===== config.mk =====
export PLATFORM = sky130hd
export DESIGN_NAME = segre_exception_unit
export DESIGN_NICKNAME = d
export VERILOG_FILES = /design/src/rtl/segre_pkg.sv /design/src/rtl/segre_exception_unit.sv
export SDC_FILE = /design/constraint.sdc
export NUM_CORES = 1
export LEC_CHECK = 0
export BUFFER_PORTS_ARGS = -buffer_cell sky130_fd_sc_hd__buf_2
export CORE_AREA = 2 2 124 126
export CTS_CLUSTER_DIAMETER = 200
export DETAILED_ROUTE_END_ITERATION = 6
export DIE_AREA = 0 0 126 128
export PLACE_DENSITY_LB_ADDON = 0.2
export RECOVER_POWER = 100
export SYNTH_ARGS = -nofsm -noshare
export SYNTH_HDL_FRONTEND = slang
export SYNTH_SLANG_ARGS = --single-unit

===== constraint.sdc =====
create_clock -name clk_i -period 1.7 [get_ports clk_i]
set_clock_uncertainty 0.15 [all_clocks]
set_input_delay 0.34 -clock clk_i [delete_from_list [all_inputs] [get_ports clk_i]]
set_output_delay 0.34 -clock clk_i [all_outputs]
set_load 0.01 [all_outputs]

===== src/rtl/segre_pkg.sv =====
// Shared definitions for the segre trap controller: datapath width,
// exception cause codes and the trap FSM state encoding.
package segre_pkg;

  localparam int WORD_SIZE = 32;

  // mcause codes for the synchronous exceptions this core can raise
  typedef enum logic [4:0] {
    EXC_FETCH_MISAL = 5'd0,
    EXC_ILLEGAL     = 5'd2,
    EXC_EBREAK      = 5'd3,
    EXC_LD_MISAL    = 5'd4,
    EXC_ST_MISAL    = 5'd6,
    EXC_ECALL       = 5'd11
  } exc_cause_e;

  typedef enum logic [2:0] {
    ST_IDLE     = 3'd0,
    ST_FLUSH    = 3'd1,
    ST_WRITE    = 3'd2,
    ST_REDIRECT = 3'd3,
    ST_RET      = 3'd4
  } exc_state_e;

endpackage


===== src/rtl/segre_exception_unit.sv =====
// Trap controller: picks the oldest pending exception (or an MRET), flushes
// and stalls the pipeline, writes mepc/mcause through the CSR exception
// port and redirects the pc to mtvec (trap) or mepc (return).
//
// Request interface: every *_i request flag is a level "valid" with no
// ready. A request is taken only when it is present in a cycle where the
// unit is IDLE; in any other state it is dropped, because the instruction
// that raised it is being flushed anyway.
module segre_exception_unit
  import segre_pkg::*;
#(
  parameter int CNT_WIDTH = 16
) (
  input  logic                 clk_i,
  input  logic                 rsn_i,
  input  logic                 if_fetch_misal_i,
  input  logic [WORD_SIZE-1:0] if_pc_i,
  input  logic                 id_illegal_i,
  input  logic                 id_ecall_i,
  input  logic                 id_ebreak_i,
  input  logic                 id_mret_i,
  input  logic [WORD_SIZE-1:0] id_pc_i,
  input  logic                 mem_ld_misal_i,
  input  logic                 mem_st_misal_i,
  input  logic [WORD_SIZE-1:0] mem_pc_i,
  input  logic [WORD_SIZE-1:0] csr_mtvec_i,
  input  logic [WORD_SIZE-1:0] csr_mepc_i,
  output logic                 exc_we_o,
  output logic [WORD_SIZE-1:0] w_data_mtvec_o,
  output logic [WORD_SIZE-1:0] w_data_mepc_o,
  output logic [WORD_SIZE-1:0] w_data_mcause_o,
  output logic                 flush_o,
  output logic                 stall_o,
  output logic                 redirect_o,
  output logic [WORD_SIZE-1:0] redirect_pc_o,
  output logic [CNT_WIDTH-1:0] trap_cnt_o,
  output exc_state_e           state_o
);

  exc_state_e           state;
  logic                 req_valid;
  exc_cause_e           req_cause;
  logic [WORD_SIZE-1:0] req_pc;
  exc_cause_e           cap_cause;
  logic [WORD_SIZE-1:0] cap_pc;
  logic                 we_q;

  // Age-ordered priority encoder: the MEM stage holds the oldest instruction
  always_comb begin
    req_valid = 1'b1;
    req_cause = EXC_FETCH_MISAL;
    req_pc    = '0;
    if (mem_ld_misal_i) begin
      req_cause = EXC_LD_MISAL;
      req_pc    = mem_pc_i;
    end else if (mem_st_misal_i) begin
      req_cause = EXC_ST_MISAL;
      req_pc    = mem_pc_i;
    end else if (id_illegal_i) begin
      req_cause = EXC_ILLEGAL;
      req_pc    = id_pc_i;
    end else if (id_ebreak_i) begin
      req_cause = EXC_EBREAK;
      req_pc    = id_pc_i;
    end else if (id_ecall_i) begin
      req_cause = EXC_ECALL;
      req_pc    = id_pc_i;
    end else if (if_fetch_misal_i) begin
      req_cause = EXC_FETCH_MISAL;
      req_pc    = if_pc_i;
    end else begin
      req_valid = 1'b0;
    end
  end

  // Trap FSM with registered pulse outputs; every non-IDLE state lasts one cycle
  always_ff @(posedge clk_i) begin
    if (!rsn_i) begin
      state           <= ST_IDLE;
      cap_cause       <= EXC_FETCH_MISAL;
      cap_pc          <= '0;
      we_q            <= 1'b0;
      w_data_mepc_o   <= '0;
      w_data_mcause_o <= '0;
      flush_o         <= 1'b0;
      stall_o         <= 1'b0;
      redirect_o      <= 1'b0;
      redirect_pc_o   <= '0;
      trap_cnt_o      <= '0;
    end else begin
      we_q            <= 1'b0;
      w_data_mepc_o   <= '0;
      w_data_mcause_o <= '0;
      flush_o         <= 1'b0;
      stall_o         <= 1'b0;
      redirect_o      <= 1'b0;
      redirect_pc_o   <= '0;
      case (state)
        ST_IDLE: begin
          if (req_valid) begin
            cap_cause <= req_cause;
            cap_pc    <= req_pc;
            flush_o   <= 1'b1;
            stall_o   <= 1'b1;
            state     <= ST_FLUSH;
          end else if (id_mret_i) begin
            flush_o       <= 1'b1;
            redirect_o    <= 1'b1;
            redirect_pc_o <= csr_mepc_i;
            state         <= ST_RET;
          end
        end
        ST_FLUSH: begin
          we_q            <= 1'b1;
          stall_o         <= 1'b1;
          w_data_mepc_o   <= cap_pc;
          w_data_mcause_o <= {{(WORD_SIZE-5){1'b0}}, cap_cause};
          state           <= ST_WRITE;
        end
        ST_WRITE: begin
          redirect_o    <= 1'b1;
          redirect_pc_o <= {csr_mtvec_i[WORD_SIZE-1:2], 2'b00};
          if (trap_cnt_o != '1) trap_cnt_o <= trap_cnt_o + CNT_WIDTH'(1);
          state         <= ST_REDIRECT;
        end
        ST_REDIRECT: state <= ST_IDLE;
        ST_RET:      state <= ST_IDLE;
        default:     state <= ST_IDLE;
      endcase
    end
  end

  // A reset landing on the write cycle cancels the CSR write immediately
  assign exc_we_o       = we_q & rsn_i;
  assign w_data_mtvec_o = exc_we_o ? csr_mtvec_i : '0;
  assign state_o        = state;

endmodule


==> flow_metrics.tcl, run 1 <==
set metrics [dict create \
    run_status "finished with violations" \
    violations "negative setup slack" \
    antenna_found_initial 1 \
    end_kind "flip-flop" \
    core_sq_um 14860 \
    ys_warn_count 0 \
    period_minus_slack_ns 1.785 \
    finalSetupViolations 63 \
    drt_iter0_markers 251 \
    synth_seq_area_share 0.4662 \
    synth_top_area_share 0.4662 \
    synthTopCellsByCount "127 x dfxtp_1, 78 x nor2_1, 44 x nand2_1, 38 x and3_1, 38 x nand3_1" \
    start_kind "flip-flop" \
    worst-path-max-fanout 17 \
    clock-sinks 127 \
    ir_drop_v 0.0006670 \
    path_clk_slew_ns 0.06 \
    crit_top_cell "buf_12" \
    cts_tree "built" \
    grt_max_degree 48 \
    place_ws_ns -0.2951 \
    dieHeight_um 128 \
    clock_latency_ns 0.40 \
    io_pins 320 \
    path_class "flip-flop to flip-flop" \
    wl_per_cell_um 16.09 \
    drc_errors 0 \
    ctsHtreeMaxLevel 4 \
    path_cells "or4b_4, nor3_4, buf_12, buf_12, a22oi_1, nor2_1" \
    finalCritPeriodShare 1.050 \
    vias 5791 \
    leakage_nw 3.973 \
    overflow 0 \
    rsz0062_at_grt "true" \
    async_reset_ff_frac 0 \
    synth.most_common_cell "dfxtp_1" \
    die_area_sq_um 16130 \
    die_width_um 126 \
    antenna_cells 0 \
    ant_nets 0 \
    dp_hpwl_mm 13.28 \
    io_buffer_count 291 \
    synth-edff-count 0 \
    drive_gt1_frac 0.4108 \
    setup-tns-final_ns -2.122 \
    drv_cap 0 \
    cp_data_arrival_time_ns 1.98 \
    grt_pass1_wl_mm 27.50 \
    slowest_stage "or4b_4" \
    slew_viol_final 0 \
    dr.pass1.iters 5 \
    gp_congestion 0.8275 \
    cts-buffers-inserted 17 \
    synth_cells 618 \
    max_stage_delay_ns 0.56 \
    final-hold-violation-count 0 \
    setup_slack_ns -0.08515 \
    synth_area_sq_um 5454 \
    synth.area.top_cells "dfxtp_1 47%, nor2_1 5.4%, a22o_1 5.1%" \
    grt_pass1_vias 5335 \
    final_nets 1138 \
    hp-class "input port to flip-flop" \
    final_cell_area_sq_um 8658 \
    viasPerCell 4.954 \
    ys.flop_type "dfxtp_1" \
    initial_core_util 0.3669 \
    timing.fmax_mhz 560.2 \
    worstPathRequired_ns 1.89 \
    synth_top_cell_by_area "dfxtp_1" \
    power.density_nw_per_um2 998.2 \
    drt-total-wl_mm 18.81 \
    fillers 1408 \
    num_rows 45 \
    synth_cell_types 48 \
    grt_use_total 0.2136 \
    clockRootBuffer "clkbuf_16" \
    post_dp_cell_area_sq_um 7491 \
    ys_seq_elements 127 \
    clockBufferDepth 2 \
    area_growth_syn_to_layout_pct 58.75 \
    syn_avg_cell_area_sq_um 8.825 \
]
==> path summary, 6_finish.rpt <==
kind	from	to	slack, ns	depth (start not counted)
setup / recovery	state_o[2]	redirect_pc_o[25]	-0.09	6
hold / removal	csr_mepc_i[6]	redirect_pc_o[6]	0.03	3
setup reg to reg	state_o[2]	redirect_pc_o[25]	-0.09	6
hold reg to reg	cap_cause[2]	w_data_mcause_o[2]	0.30	1
==> sequential cells by signal, indices dropped and copies added, names as in the netlist <==
| name | count |
|---|---|
| cap_cause | 4 |
| cap_pc | 32 |
| flush_o | 1 |
| redirect_o | 1 |
| redirect_pc_o | 32 |
| stall_o | 1 |
| state_o | 3 |
| trap_cnt_o | 16 |
| w_data_mcause_o | 4 |
| w_data_mepc_o | 32 |
| we_q | 1 |
==> final cells by class <==
cell class,count,area [sq um],share of cell area
clock inverter,13,137.6,0.01590
timing repair buffer,382,2396,0.2767
inverter,3,11.26,0.001301
clock buffer,19,452.9,0.05231
multi-input combinational,437,2854,0.3296
sequential,127,2571,0.2970
tap,188,235.2,0.02717
==> what timing repair did <==
item / 4_1_cts / 5_1_grt
endpoints found under the setup margin: 97 / 86
pin swaps: 7 / 24
endpoints found under the hold margin: 7 / 0
cloned: 2 / 4
setup buffers: 9 / 10
hold buffers: 7 / 0
gates resized for setup: 29 / 55
==> cells by family after synthesis <==
| family | count (synthesis) | share of synthesized area |
|---|---|---|
| compound gates | 123 | 0.1698 |
| fa+ha+maj | 1 | 0.002294 |
| buf+inv | 82 | 0.08419 |
| flops | 127 | 0.4662 |
| mux | 8 | 0.01468 |
| other cells | 1 | 0.0006876 |
| simple gates | 276 | 0.2622 |
==> critical path, delay by kind of cell (launching register included) <==
family	cells	cell delay [ns]
compound gates	1	0.10
buf+inv	2	0.29
flops	1	0.36
simple gates	3	0.82
==> power by group <==
part	total [W]	internal (W)	switching, W
Clock	0.00358	0.00223	0.00134
Combinational	0.00172	0.000873	0.000848
Sequential	0.00335	0.00323	0.000120
==> through the flow <==
stage / utilization / power [W] / std cells / hold slack (ns)
after floorplan: - / 0.004232 / 645 / 0.2791
after global placement: 0.5040 / 0.004888 / 1107 / 0.2889
after detailed placement: 0.5040 / 0.004895 / 1107 / 0.2906
after CTS: 0.5614 / 0.008602 / 1156 / 0.001374
after global routing: 0.5825 / 0.009011 / 1169 / 0.01913
final: 0.5825 / 0.008643 / 1169 / 0.02526
==> metal layers <==
| layer | GRT usage | part of all wire |
|---|---|---|
| met5 | 0 | 0.00090 |
| met3 | 0.05342 | 0.067 |
| met1 | 0.2532 | 0.40 |
| met2 | 0.3725 | 0.51 |
| met4 | 0.08209 | 0.021 |
==> placed cells by master, fill, tap and decap left out, drive strengths merged, types with 4 or more instances in the layout <==
cell type	Yosys	final
a211oi	4	4
mux2i	8	8
a22oi	30	30
nand2b	4	4
conb	1	28
buf	44	300
nor3	10	10
a31oi	34	34
a21oi	9	9
a22o	32	32
nand2	44	44
and2	37	37
dfxtp	127	127
or3	6	6
nand3	38	38
nand4	5	5
dlygate4sd3	0	7
inv	2	4
clkbuf	35	94
and3	38	38
clkinvlp	0	7
nor2	79	80
(Power assumes the default switching activity.)
==> inputs of run 2 (changes only) <==
--- a/config.mk
+++ b/config.mk
@@ -6,10 +6,11 @@
 export NUM_CORES = 1
 export LEC_CHECK = 0
 export BUFFER_PORTS_ARGS = -buffer_cell sky130_fd_sc_hd__buf_2
-export CORE_AREA = 2 2 124 126
+export CORE_ASPECT_RATIO = 0.7
+export CORE_MARGIN = 2
+export CORE_UTILIZATION = 40
 export CTS_CLUSTER_DIAMETER = 200
 export DETAILED_ROUTE_END_ITERATION = 6
-export DIE_AREA = 0 0 126 128
 export PLACE_DENSITY_LB_ADDON = 0.2
 export RECOVER_POWER = 100
 export SYNTH_ARGS = -nofsm -noshare
==> run 2 against run 1 <==
Effect of this change:
- the flow still finishes with violations (negative setup slack)
- maximum frequency is 0.78% higher
- critical endpoint is now w_data_mtvec_o[25]
- largest cell class unchanged
- die area fell by 9.5%
- final area down 1.8%
- hold slack got worse by 0.011 ns
- via count fell by 1.8%
==> flow_metrics.tcl, run 2 (synthesis gave the netlist of run 1 again) <==
set metrics [dict create \
    r2r_cells 6 \
    grt_pass1_vias 5105 \
    io_pins 320 \
    placed_cells 1096 \
    final-hold-violation-count 0 \
    period_minus_slack_ns 1.771 \
    overflow 0 \
    gp_congestion 0.8386 \
    grt_use_total 0.2312 \
    grt_pass1_wl_mm 26.28 \
    clock_latency_ns 0.41 \
    dp_hpwl_mm 12.17 \
    path_clk_slew_ns 0.06 \
    cts-buffers-inserted 17 \
    wl_per_cell_um 15.52 \
    hold-path-endpoint "redirect_pc_o[26]" \
    finish.utilization 0.6430 \
    worst-path-max-fanout 8 \
    ant_nets 0 \
    drv_cap 0 \
    viasPerCell 4.943 \
    violations "negative setup slack" \
    drc_errors 0 \
    io_buffer_count 291 \
    ir_drop_v 0.0006615 \
    slew_viol_final 0 \
    finalSetupViolations 77 \
    num_rows 35 \
    r2r-end "redirect_pc_o[21]" \
    initial_core_util 0.4124 \
    die_width_um 143.6 \
    timing.fmax_mhz 564.5 \
    dr.pass1.iters 4 \
    layout_commonest_cell "buf_2" \
    cts_tree "built" \
    r2r_start "state_o[2]" \
    fillers 1200 \
    clockRootBuffer "clkbuf_16" \
    drt-total-wl_mm 17.85 \
    final_cells 1150 \
    worstPathRequired_ns 1.21 \
    final_nets 1122 \
    ctsHtreeMaxLevel 4 \
    leakage_nw 3.909 \
    die_area_sq_um 14600 \
    end_kind "output pin" \
    antenna_cells 0 \
    grt_max_degree 38 \
    drive_gt1_frac 0.4010 \
    multi_input_area_sq_um 2795 \
    register_area_sq_um 2565 \
    setup_slack_ns -0.07141 \
    cp_data_arrival_time_ns 1.28 \
    total_power_w 0.008671 \
    vias 5684 \
    power.density_nw_per_um2 1020 \
    whs_path_depth 3 \
    r2r_slack_ns -0.07 \
    drt_iter0_markers 262 \
    run_status "finished with violations" \
    start_kind "flip-flop" \
    hp-start "csr_mepc_i[26]" \
    path_class "flip-flop to output pin" \
    dieHeight_um 101.7 \
    rsz0062_at_grt "true" \
    final_cell_mix "204 x buf_2, 117 x dfxtp_1, 77 x nor2_1, 71 x clkbuf_1, 52 x buf_4" \
    area_growth_syn_to_layout_pct 55.91 \
    clockBufferDepth 2 \
    finalCritPeriodShare 1.042 \
    core_sq_um 13230 \
    clock-sinks 127 \
    top_regs "cap_pc: 32 flops, redirect_pc_o: 32 flops, w_data_mepc_o: 32 flops" \
    antenna_found_initial 0 \
    hp-class "input port to flip-flop" \
]
[run 2: layer usage]
metal | global-route usage | part of all wire | wire length [um] | vias to the layer above
li1 | - | - | - | 2817
met1 | 0.3071 | 0.45 | 8024 | 2606
met2 | 0.3788 | 0.47 | 8308 | 231
met3 | 0.04728 | 0.065 | 1166 | 30
met4 | 0.07768 | 0.020 | 351 | 0
met5 | 0 | 0 | 0 | -
[run 2: critical path: stages (launching register included)]
cell       delay [ns]
dfxtp_4          0.42
clkbuf_16        0.18
and3_4           0.18
buf_6            0.10
[run 2: what timing repair did]
action	in CTS	in global routing
resized for setup	12	59
gates cloned	5	4
endpoints found under the setup margin	93	139
hold buffers	1	0
pin swaps	7	22
setup buffers	7	6
hold endpoints to repair	1	0
[run 2: layout make-up]
| type | count | area share |
|---|---|---|
| inverters | 3 | 0.001324 |
| multi-input cells | 437 | 0.3287 |
| clock buffers | 18 | 0.05297 |
| well taps | 185 | 0.02722 |
| clock inverters | 14 | 0.01810 |
| flip-flops and latches | 127 | 0.3016 |
| repair buffers | 366 | 0.2700 |
[run 2: worst max path at each step]
stage                  startpoint                  to  slack [ns]  depth (start not counted)
floorplan           trap_cnt_o[1]      trap_cnt_o[13]       -0.13                          6
global placement     id_illegal_i           cap_pc[6]       -0.28                          6
detailed placement   id_illegal_i          cap_pc[25]       -0.28                          6
CTS                    state_o[2]    redirect_pc_o[8]       -0.04                          6
global route           state_o[2]    redirect_pc_o[4]       -0.13                          6
finish                       we_q  w_data_mtvec_o[25]       -0.07                          3
[run 2: power breakdown]
part           switching [W]  internal (W)
sequential          0.000125       0.00323
combinational       0.000827      0.000858
clock                0.00137       0.00226
total                0.00232       0.00635
[run 2: metrics by stage]
step / TNS, ns / cell area (sq um) / hold slack (ns) / worst slack [ns]
after floorplan: -3.179 / 5679 / 0.2791 / -0.1259
final: -2.577 / 8503 / 0.01448 / -0.07141
after detailed placement: -10.67 / 7415 / 0.2939 / -0.2803
after global routing: -7.457 / 8503 / 0.01311 / -0.1341
after CTS: -1.002 / 8218 / 0.0004671 / -0.04226
after global placement: -10.97 / 7415 / 0.2894 / -0.2805
